File: src/rtl/fabric_cfg_pkg.sv
`default_nettype none
// ============================================================================
// Module      : fabric_cfg_pkg
// Description : Shared constants, header field positions and controller
//               state encoding for the frame configuration controller.
// Revision    : 1.0 - initial release
// ============================================================================
package fabric_cfg_pkg;

  // Word that opens a configuration session.
  localparam logic [31:0] DEFAULT_SYNC_WORD = 32'hFAB0_FAB1;

  // Header command codes.
  localparam logic [3:0] CMD_WRITE  = 4'h1;
  localparam logic [3:0] CMD_DESYNC = 4'hF;

  // Header field bit positions.
  localparam int HDR_CMD_MSB = 31;
  localparam int HDR_CMD_LSB = 28;
  localparam int HDR_COL_MSB = 27;
  localparam int HDR_COL_LSB = 20;
  localparam int HDR_CNT_MSB = 7;
  localparam int HDR_CNT_LSB = 0;

  typedef enum logic [1:0] {
    ST_HUNT   = 2'd0,
    ST_HEADER = 2'd1,
    ST_DATA   = 2'd2,
    ST_STROBE = 2'd3
  } cfg_state_t;

endpackage
`default_nettype wire

File: src/rtl/frame_strobe_decoder.sv
`default_nettype none
// ============================================================================
// Module      : frame_strobe_decoder
// Description : Binary frame index plus enable to a registered one-hot
//               frame strobe vector. Output is all-zero when not enabled.
// Revision    : 1.0 - initial release
// Ports       :
//   CLK     in   clock, rising edge
//   resetn  in   asynchronous active-low reset
//   en      in   load a one-hot pulse on the next edge
//   idx     in   frame row to pulse
//   strobe  out  registered one-hot strobe (MAX_FRAMES bits)
// ============================================================================
module frame_strobe_decoder #(
  parameter int MAX_FRAMES = 20,
  parameter int IDX_W      = 5
) (
  input  logic                  CLK,
  input  logic                  resetn,
  input  logic                  en,
  input  logic [IDX_W-1:0]      idx,
  output logic [MAX_FRAMES-1:0] strobe
);

  logic [MAX_FRAMES-1:0] w_onehot;
  logic [MAX_FRAMES-1:0] r_strobe;

  for (genvar i = 0; i < MAX_FRAMES; i++) begin : g_bit
    assign w_onehot[i] = en && (idx == IDX_W'(i));
  end

  always_ff @(posedge CLK or negedge resetn) begin
    if (!resetn) begin
      r_strobe <= '0;
    end else begin
      r_strobe <= w_onehot;
    end
  end

  assign strobe = r_strobe;

endmodule
`default_nettype wire

File: src/rtl/fabric_frame_config_ctrl.sv
`default_nettype none
// ============================================================================
// Module      : fabric_frame_config_ctrl
// Description : Turns a 32-bit bitstream word stream into column-selected
//               frame data writes with one-hot single-cycle frame strobes.
// Revision    : 1.0 - initial release
// Ports       :
//   CLK            in   system clock, rising edge
//   resetn         in   asynchronous active-low reset
//   s_data         in   bitstream word
//   s_valid        in   s_data valid
//   s_ready        out  word accepted this cycle when s_valid is high
//   frame_data     out  frame payload for the selected column
//   col_select     out  column receiving frame_data / frame_strobe
//   frame_strobe   out  one-hot single-cycle write pulse per frame row
//   config_active  out  session open (after SYNC, until DESYNC or error)
//   config_done    out  set by DESYNC, cleared by next SYNC
//   err            out  sticky header error, cleared by next SYNC
// ============================================================================
module fabric_frame_config_ctrl
  import fabric_cfg_pkg::*;
#(
  parameter int          FRAME_BITS  = 32,
  parameter int          MAX_FRAMES  = 20,
  parameter int          NUM_COLUMNS = 16,
  parameter logic [31:0] SYNC_WORD   = DEFAULT_SYNC_WORD
) (
  input  logic                            CLK,
  input  logic                            resetn,
  input  logic [31:0]                     s_data,
  input  logic                            s_valid,
  output logic                            s_ready,
  output logic [FRAME_BITS-1:0]           frame_data,
  output logic [$clog2(NUM_COLUMNS)-1:0]  col_select,
  output logic [MAX_FRAMES-1:0]           frame_strobe,
  output logic                            config_active,
  output logic                            config_done,
  output logic                            err
);

  localparam int COL_W = $clog2(NUM_COLUMNS);
  localparam int IDX_W = (MAX_FRAMES > 1) ? $clog2(MAX_FRAMES) : 1;
  localparam int CNT_W = $clog2(MAX_FRAMES + 1);

  cfg_state_t            r_state;
  logic                  r_ready;
  logic                  r_active;
  logic                  r_done;
  logic                  r_err;
  logic [FRAME_BITS-1:0] r_frame_data;
  logic [COL_W-1:0]      r_col;
  logic [IDX_W-1:0]      r_idx;
  logic [CNT_W-1:0]      r_remaining;

  logic       w_accept;
  logic [3:0] w_cmd;
  logic [7:0] w_col;
  logic [7:0] w_cnt;
  logic       w_hdr_ok;
  logic       w_strobe_en;

  assign w_accept = s_valid && r_ready;
  assign w_cmd    = s_data[HDR_CMD_MSB:HDR_CMD_LSB];
  assign w_col    = s_data[HDR_COL_MSB:HDR_COL_LSB];
  assign w_cnt    = s_data[HDR_CNT_MSB:HDR_CNT_LSB];

  // A WRITE header is usable only if it addresses a real column and asks
  // for 1..MAX_FRAMES frames; this bound also keeps r_idx in range.
  assign w_hdr_ok = (w_cmd == CMD_WRITE) &&
                    (int'(w_col) < NUM_COLUMNS) &&
                    (w_cnt != 8'd0) &&
                    (int'(w_cnt) <= MAX_FRAMES);

  // The strobe register loads on the same edge that captures the data word,
  // so the pulse lands exactly in the following (STROBE) cycle.
  assign w_strobe_en = (r_state == ST_DATA) && w_accept;

  frame_strobe_decoder #(
    .MAX_FRAMES (MAX_FRAMES),
    .IDX_W      (IDX_W)
  ) u_strobe_dec (
    .CLK    (CLK),
    .resetn (resetn),
    .en     (w_strobe_en),
    .idx    (r_idx),
    .strobe (frame_strobe)
  );

  always_ff @(posedge CLK or negedge resetn) begin
    if (!resetn) begin
      r_state      <= ST_HUNT;
      r_ready      <= 1'b1;
      r_active     <= 1'b0;
      r_done       <= 1'b0;
      r_err        <= 1'b0;
      r_frame_data <= '0;
      r_col        <= '0;
      r_idx        <= '0;
      r_remaining  <= '0;
    end else begin
      case (r_state)
        ST_HUNT: begin
          if (w_accept && (s_data == SYNC_WORD)) begin
            r_state  <= ST_HEADER;
            r_active <= 1'b1;
            r_done   <= 1'b0;
            r_err    <= 1'b0;
          end
        end
        ST_HEADER: begin
          if (w_accept) begin
            if (w_cmd == CMD_DESYNC) begin
              r_state  <= ST_HUNT;
              r_active <= 1'b0;
              r_done   <= 1'b1;
            end else if (w_hdr_ok) begin
              r_col       <= w_col[COL_W-1:0];
              r_idx       <= '0;
              r_remaining <= w_cnt[CNT_W-1:0];
              r_state     <= ST_DATA;
            end else begin
              r_err    <= 1'b1;
              r_active <= 1'b0;
              r_state  <= ST_HUNT;
            end
          end
        end
        ST_DATA: begin
          if (w_accept) begin
            r_frame_data <= s_data[FRAME_BITS-1:0];
            r_ready      <= 1'b0;
            r_state      <= ST_STROBE;
          end
        end
        ST_STROBE: begin
          r_ready <= 1'b1;
          // The index is not advanced past the last frame so it never
          // leaves the 0..MAX_FRAMES-1 range.
          if (r_remaining == CNT_W'(1)) begin
            r_remaining <= '0;
            r_state     <= ST_HEADER;
          end else begin
            r_remaining <= r_remaining - CNT_W'(1);
            r_idx       <= r_idx + IDX_W'(1);
            r_state     <= ST_DATA;
          end
        end
        default: begin
          r_state <= ST_HUNT;
          r_ready <= 1'b1;
        end
      endcase
    end
  end

  assign s_ready       = r_ready;
  assign frame_data    = r_frame_data;
  assign col_select    = r_col;
  assign config_active = r_active;
  assign config_done   = r_done;
  assign err           = r_err;

endmodule
`default_nettype wire
File: config.mk
export PLATFORM = sky130hd
export DESIGN_NAME = fabric_frame_config_ctrl
export DESIGN_NICKNAME = d
export VERILOG_FILES = /design/src/rtl/fabric_cfg_pkg.sv /design/src/rtl/frame_strobe_decoder.sv /design/src/rtl/fabric_frame_config_ctrl.sv
export SDC_FILE = /design/constraint.sdc
export NUM_CORES = 1
export LEC_CHECK = 0
export ABC_AREA = 1
export BUFFER_PORTS_ARGS = -buffer_cell sky130_fd_sc_hd__buf_2
export CORE_MARGIN = 5
export CORE_UTILIZATION = 40
export DETAILED_ROUTE_END_ITERATION = 8
export GPL_TIMING_DRIVEN = 0
export MAX_ROUTING_LAYER = met4
export PLACE_DENSITY = 0.73
export SLEW_MARGIN = 20
export SYNTH_ARGS = -nofsm -noshare
export SYNTH_HDL_FRONTEND = slang
export SYNTH_SLANG_ARGS = --single-unit
File: constraint.sdc
create_clock -name CLK -period 1.6 [get_ports CLK]
set_input_delay 0.08 -clock CLK [delete_from_list [all_inputs] [get_ports CLK]]
set_output_delay 0.08 -clock CLK [all_outputs]
set_load 0.005 [all_outputs]
==> flow_summary.yaml, run 1 <==
clocking:
  clk-insertion-delay-late_ns: 0.34
  tritoncts.num_buffers: 9
  cts_root_buf: "clkbuf_8"
  clk_pin_slew_ns: 0.08
  cts_tree: "yes"
  htree_levels: 3
  numClockSinks: 72
  max-clock-path-buffers: 2
flow_run:
  maxCapViolations: 0
yosys:
  syn-mean-instance-area_sq_um: 8.52
  yosysTopAreaCell: "dfrtp_1"
  post_synth_main_area_contributors: "dfrtp_1, nand2_1, nor2_1"
  synth-seq-cells: 72
  postSynth.asyncResetShare_pct: 100
  synth_nets: 413
  yosys_warnings: 0
  synth_top_cells_by_count: "nand2_1, dfrtp_1, nor2_1"
  synth_most_common_cell: "nand2_1"
  post_synth_design_cell_area_sq_mm: 0.00316
  most_common_flop_cell_mapped_by_yosys: "dfrtp_1"
  synth-seq-area-share_pct: 57.0
  synthDominantCellAreaShare_pct: 56.2
  synth_enable_flop_cells: 0
  syn-instance-count: 371
  yosys.cell_types.count: 26
layout:
  flow.area_growth_from_synthesis_pct: 38.5
  final_net_count: 548
  post_route_cells_drive_above_1_share_pct: 32.3
  utilization_pct: 56.7
  fillers: 694
  design_area_sq_mm: 0.00438
  insertedDiodeCount: 0
floorplan:
  fp-row-count: 32
  die_area_sq_mm: 0.00978
  design.core.area_sq_mm: 0.00773
  design.portCount: 95
  start_util_pct: 40.9
  die_height_um: 98.9
  die_width_um: 98.9
timing:
  grt_setup_unrepaired: "true"
  finalCritPeriodShare_pct: 95.2
  period_minus_slack_ns: 1.52
  worst_slew_margin_rel_pct: 68.0
  hold-worst-slack_ns: 0.0183
  tns_ns: 0
  max_slew.worst_pin.slew_ns: 0.480
  hold_viol: 0
  slew_viol_final: 0
  finalSetupViolations: 0
  achievable-frequency_ghz: 0.657
  clock-skew-final_ns: 0.00711
detailed_routing:
  drtAntennaViolNets: 0
  detailedRoute.firstPassIterationCount: 4
  route.detailed.wl_per_inst_um: 13.4
  post_drt_via_cell_ratio: 4.63
  vias_post_dr: 2839
  detail_route.drc_violations: 0
  drt-total-wl_um: 8210
  drtIter0Drc: 145
power:
  power_switching_share_pct: 35.0
  combinational_group_share_of_total_power_pct: 34.0
  power.density_cell_area_mw_per_mm2: 1590
  power_frac_clock_pct: 25.9
  power_leakage_nw: 2.35
  pwr-share-seq_pct: 40.2
  power.internal_mw: 4.52
  totalPowerFinal_mw: 6.96
  switching_power_mw: 2.44
  vdd.ir_drop.worst_mv: 0.823
placed_design:
  routabilityCongestion: 0.883
  placement.cell_area_sq_mm: 0.00378
  buffer_ports.inserted: 94
  dp.final_hpwl_um: 5760
worst_setup_path:
  max_stage_delay_ns: 0.40
  cp-end-kind: "flip-flop"
  critPathRequiredTime_ns: 1.87
  crit_path_max_fanout: 4
  timing.setup.critical_path_class: "reg2reg"
  critical_path.slowest_cell: "dfrtp_2"
  worstSetupStartpointType: "flip-flop"
  cp.arrival_ns: 1.79
  cp_cell_sequence: "inv_2 -> nor2_4 -> nand2_2 -> nor2_1 -> nand2_1 -> nor2_4 -> inv_4 -> nand2_4 -> nand2_2 -> o21ai_2"
grt:
  grt.total_usage_pct: 17.8
  grt_start_max_net_pins: 38
  via_count_of_the_first_global_routing_pass: 2848
  wire_length_of_the_first_global_routing_pass_um: 13600
  gr-total-overflow: 0
  antenna_found_initial: 0
hold_path:
  hold_class: "in2reg"
run_status:
  status: "finished, final reports clean"
## metal layers
metal / track usage (%) / up-vias / wire (um)
met1: 23.3 / 1306 / 3790
met2: 26.1 / 94 / 3730
met4: 8.51 / 0 / 208
met5: - / - / 0
met3: 3.96 / 17 / 471
li1: - / 1422 / -
## critical path, delay by kind of cell (launching register included)
kind	cells	cell delay (ns)
compound gates	1	0.14
buf+inv	2	0.14
flops	1	0.40
simple gates	7	0.75
## kinds of logic (layout without fill, tap and decap cells)
group | Yosys count | in the layout | synth area share (%)
buffers and inverters | 45 | 184 | 5.42
and+or+nand+nor | 200 | 201 | 26.0
xor gates and xnor gates | 3 | 3 | 0.831
DFF | 72 | 72 | 57.0
AOI/OAI and AO/OA | 44 | 44 | 7.99
adders and majority gates | 7 | 7 | 2.77
## sequential cells by signal, indices dropped and copies added (netlist names)
| signal | cells |
|---|---|
| config_active | 1 |
| u_strobe_dec.strobe | 20 |
| s_ready | 1 |
| col_select | 4 |
| config_done | 1 |
| r_idx | 5 |
| r_remaining | 5 |
| err | 1 |
| r_state | 2 |
| frame_data | 32 |
## cells in the final DEF, fill, tap and decap left out
master         netlist  final
inv_4                0      1
nand2_8              0      1
nand4_1              2      2
nand3b_1             1      1
nor3_4               0      1
nor2_2               1      1
nand2_2              2     10
buf_12               0      1
bufinv_16            0      3
xnor2_1              2      2
o21ai_2              7      7
clkinv_4             0      1
clkinvlp_4           0      1
nand2_4              2      3
o21ai_0             28     28
dlygate4sd3_1        0     18
nor2_4               2      3
nor2_1              47     46
dfrtp_1             71     69
clkbuf_4             0      2
o22ai_1              2      2
inv_6                0      1
inv_2                4      4
a21oi_1              5      5
buf_2                2     96
inv_1               34     33
ha_1                 7      6
o21bai_1             1      1
nor3_1               5      4
dfrtp_2              0      2
buf_4                0     13
ha_2                 0      1
xor2_1               1      1
clkbuf_8             0     10
a31oi_1              1      1
nand2_1            126    117
dfstp_2              1      1
or2_2                2      2
nand3_1             10     10
## layout make-up
type                       count  area (sq um)  area share [%]
multi-input combinational    255          1260            28.7
clock buffer                  10           138            3.14
timing repair buffer         123           748            17.1
clock inverter                 6           115            2.63
tap                          102           128            2.91
buffer                         7          45.0            1.03
sequential                    72          1810            41.2
inverter                      38           145            3.31
## metrics by stage
step / std cells / setup slack (ns)
after floorplan: 371 / 0.114
after global placement: 567 / -0.0706
after detailed placement: 568 / -0.0783
after CTS: 604 / 0.000514
after global routing: 613 / -0.0432
final: 613 / 0.0774
## repair_timing
| action | in CTS | in global routing |
|---|---|---|
| setup endpoints to repair | 33 | 65 |
| resized for setup | 7 | 30 |
| gates cloned | 0 | 1 |
| hold endpoints to repair | 51 | 0 |
| buffers inserted | 2 | 8 |
| hold buffers | 18 | 0 |
| pin swaps | 0 | 3 |
## power by group through the flow
stage / Sequential, mW / Combinational (mW) / Clock, mW
after floorplan: 2.81 / 1.18 / 0
after global routing: 2.87 / 2.69 / 1.91
after CTS: 2.78 / 2.13 / 1.83
final: 2.79 / 2.36 / 1.80
after detailed placement: 2.81 / 2.07 / 0
after global placement: 2.79 / 2.01 / 0
## worst paths after layout
kind,slack (ns),depth (start not counted),startpoint,to
worst max-delay path,0.08,10,r_state[0]$_DFFE_PN0P_,r_idx[2]$_DFFE_PN0P_
worst min-delay path,0.02,3,s_data[20],frame_data[20]$_DFFE_PN0P_
worst max register to register,0.08,10,r_state[0]$_DFFE_PN0P_,r_idx[2]$_DFFE_PN0P_
worst min register to register,0.48,2,frame_data[30]$_DFFE_PN0P_,frame_data[30]$_DFFE_PN0P_
max in group asynchronous,0.80,3,resetn,frame_data[28]$_DFFE_PN0P_
min in group asynchronous,0.23,2,resetn,u_strobe_dec.strobe[10]$_DFF_PN0_
Power figures use the tool's default switching activity.
==> run 2, diff against run 1 <==
Clock period 1.6 ns to 1.8 ns, I/O delays scaled along.
==> flow_summary.yaml, run 2 (same netlist as run 1, synthesis figures left out) <==
floorplan:
  die_width_um: 98.9
  fp-row-count: 32
  die_height_um: 98.9
  start_util_pct: 40.9
  design.core.area_sq_mm: 0.00773
  die_area_sq_mm: 0.00978
  design.portCount: 95
layout:
  flow.area_growth_from_synthesis_pct: 32.2
  fillers: 712
  layout.cells.most_common_list: "nand2_1, buf_2, dfrtp_1, nor2_1, inv_1"
  post_route_cells_drive_above_1_share_pct: 27.8
  multiInputGateArea_sq_mm: 0.00119
  ff_latch_area_sq_mm: 0.00180
  final_net_count: 533
  insertedDiodeCount: 0
  layout_commonest_cell: "nand2_1"
  largest_register_ff_count: 32
  post_layout_nonfiller_instances: 598
worst_setup_path:
  timing.setup.critical_path_class: "reg2reg"
  crit_path_max_fanout: 10
  worstSetupStartpointType: "flip-flop"
  reg2reg_slack_ns: 0.12
  worstRegToRegCells: 7
  critPathRequiredTime_ns: 2.08
  regToRegEndpoint: "frame_data[24]$_DFFE_PN0P_"
  cp-end-kind: "flip-flop"
  cp.arrival_ns: 1.96
  regToRegStartpoint: "s_ready$_DFFE_PN1P_"
timing:
  period_minus_slack_ns: 1.68
  slew_viol_final: 0
  tns_ns: 0
  clock-skew-final_ns: 0.00769
  max_slew.worst_pin.slew_ns: 0.491
  achievable-frequency_ghz: 0.595
  worst_slew_margin_rel_pct: 67.3
  hold_viol: 0
  grt_setup_unrepaired: "false"
  finalCritPeriodShare_pct: 93.3
  finalSetupViolations: 0
detailed_routing:
  drtAntennaViolNets: 0
  vias_post_dr: 2735
  drt-total-wl_um: 7840
  detail_route.drc_violations: 0
  drtIter0Drc: 130
  detailedRoute.firstPassIterationCount: 4
  post_drt_via_cell_ratio: 4.57
  route.detailed.wl_per_inst_um: 13.1
clocking:
  clk_pin_slew_ns: 0.08
  tritoncts.num_buffers: 9
  numClockSinks: 72
  max-clock-path-buffers: 2
  clk-insertion-delay-late_ns: 0.34
  cts_root_buf: "clkbuf_8"
  cts_tree: "yes"
  htree_levels: 3
hold_path:
  timing.hold.worst.start: "s_data[10]"
  timing.hold.worst_path_depth: 3
  hold_class: "in2reg"
  whs_endpoint: "frame_data[10]$_DFFE_PN0P_"
grt:
  grt_start_max_net_pins: 38
  antenna_found_initial: 0
  grt.total_usage_pct: 17.7
  gr-total-overflow: 0
  via_count_of_the_first_global_routing_pass: 2824
  wire_length_of_the_first_global_routing_pass_um: 13500
placed_design:
  dp.final_hpwl_um: 5760
  routabilityCongestion: 0.883
  buffer_ports.inserted: 94
  numPlacedInstances: 568
power:
  vdd.ir_drop.worst_mv: 0.722
  power.density_cell_area_mw_per_mm2: 1420
  power_leakage_nw: 2.27
run_status:
  status: "finished, final reports clean"
flow_run:
  maxCapViolations: 0
==> run 2: cell types whose count changed in the layout (fill, tap and decap cells not counted), sizes merged <==
cell         before  now
buf             110   97
clkbuf           12   15
dlygate4sd3      18   14
nand2           131  130
==> run 2: through the flow <==
step	hold slack [ns]	area [sq um]	util (%)	power, mW	worst slack, ns
6_report	0.0144	4180	54.1	5.93	0.120
5_1_grt	0.0201	4180	54.1	6.39	0.00761
3_3_place_gp	0.299	3760	48.7	4.26	0.129
2_1_floorplan	-0.206	3160	-	3.55	0.314
3_5_place_dp	0.0831	3780	48.9	4.34	0.122
4_1_cts	0.00113	4180	54.0	5.97	0.116
==> run 2: layout make-up <==
type                       instances  area share (%)
sequential                        72            43.2
inverter                          38            3.41
buffer                             7           0.778
timing repair buffer             109            15.1
clock buffer                      10            3.29
clock inverter                     6            2.75
tap                              102            3.05
multi-input combinational        254            28.4
==> run 2: per-layer routing <==
| metal | track usage [%] | up-vias | wire, um |
|---|---|---|---|
| met5 | - | - | 0 |
| met4 | 7.88 | 0 | 180 |
| met3 | 3.96 | 16 | 436 |
| met2 | 26.1 | 81 | 3520 |
| met1 | 23.4 | 1251 | 3700 |
| li1 | - | 1387 | - |
==> run 2: critical path, cell delays in order, from the launching register on <==
cell	delay, ns
dfstp_2	0.55
nand2_1	0.14
inv_1	0.11
nand2_1	0.20
inv_2	0.20
buf_2	0.26
nand2_1	0.09
nand2_1	0.06
==> run 2: worst max path at each step <==
stage	startpoint	to	slack, ns	cells past startpoint
2_1_floorplan	r_idx[0]$_DFFE_PN0P_	r_idx[4]$_DFFE_PN0P_	0.31	6
3_3_place_gp	r_state[1]$_DFFE_PN0P_	frame_data[2]$_DFFE_PN0P_	0.13	5
3_5_place_dp	s_ready$_DFFE_PN1P_	frame_data[24]$_DFFE_PN0P_	0.12	7
4_1_cts	s_ready$_DFFE_PN1P_	frame_data[24]$_DFFE_PN0P_	0.12	7
5_1_grt	s_ready$_DFFE_PN1P_	frame_data[25]$_DFFE_PN0P_	0.008	7
6_report	s_ready$_DFFE_PN1P_	frame_data[24]$_DFFE_PN0P_	0.12	7
==> run 2: power breakdown <==
group	switching (mW)	leakage [nW]	internal, mW
Sequential	0.350	0.937	2.13
Combinational	1.07	1.21	0.778
Clock	0.637	0.123	0.966
==> run 2: repair_timing <==
item / 4_1_cts / 5_1_grt
hold buffers: 14 / 0
resized for setup: 0 / 7
setup buffers: 0 / 0
endpoints found under the hold margin: 47 / 0
setup endpoints to repair: 0 / 12
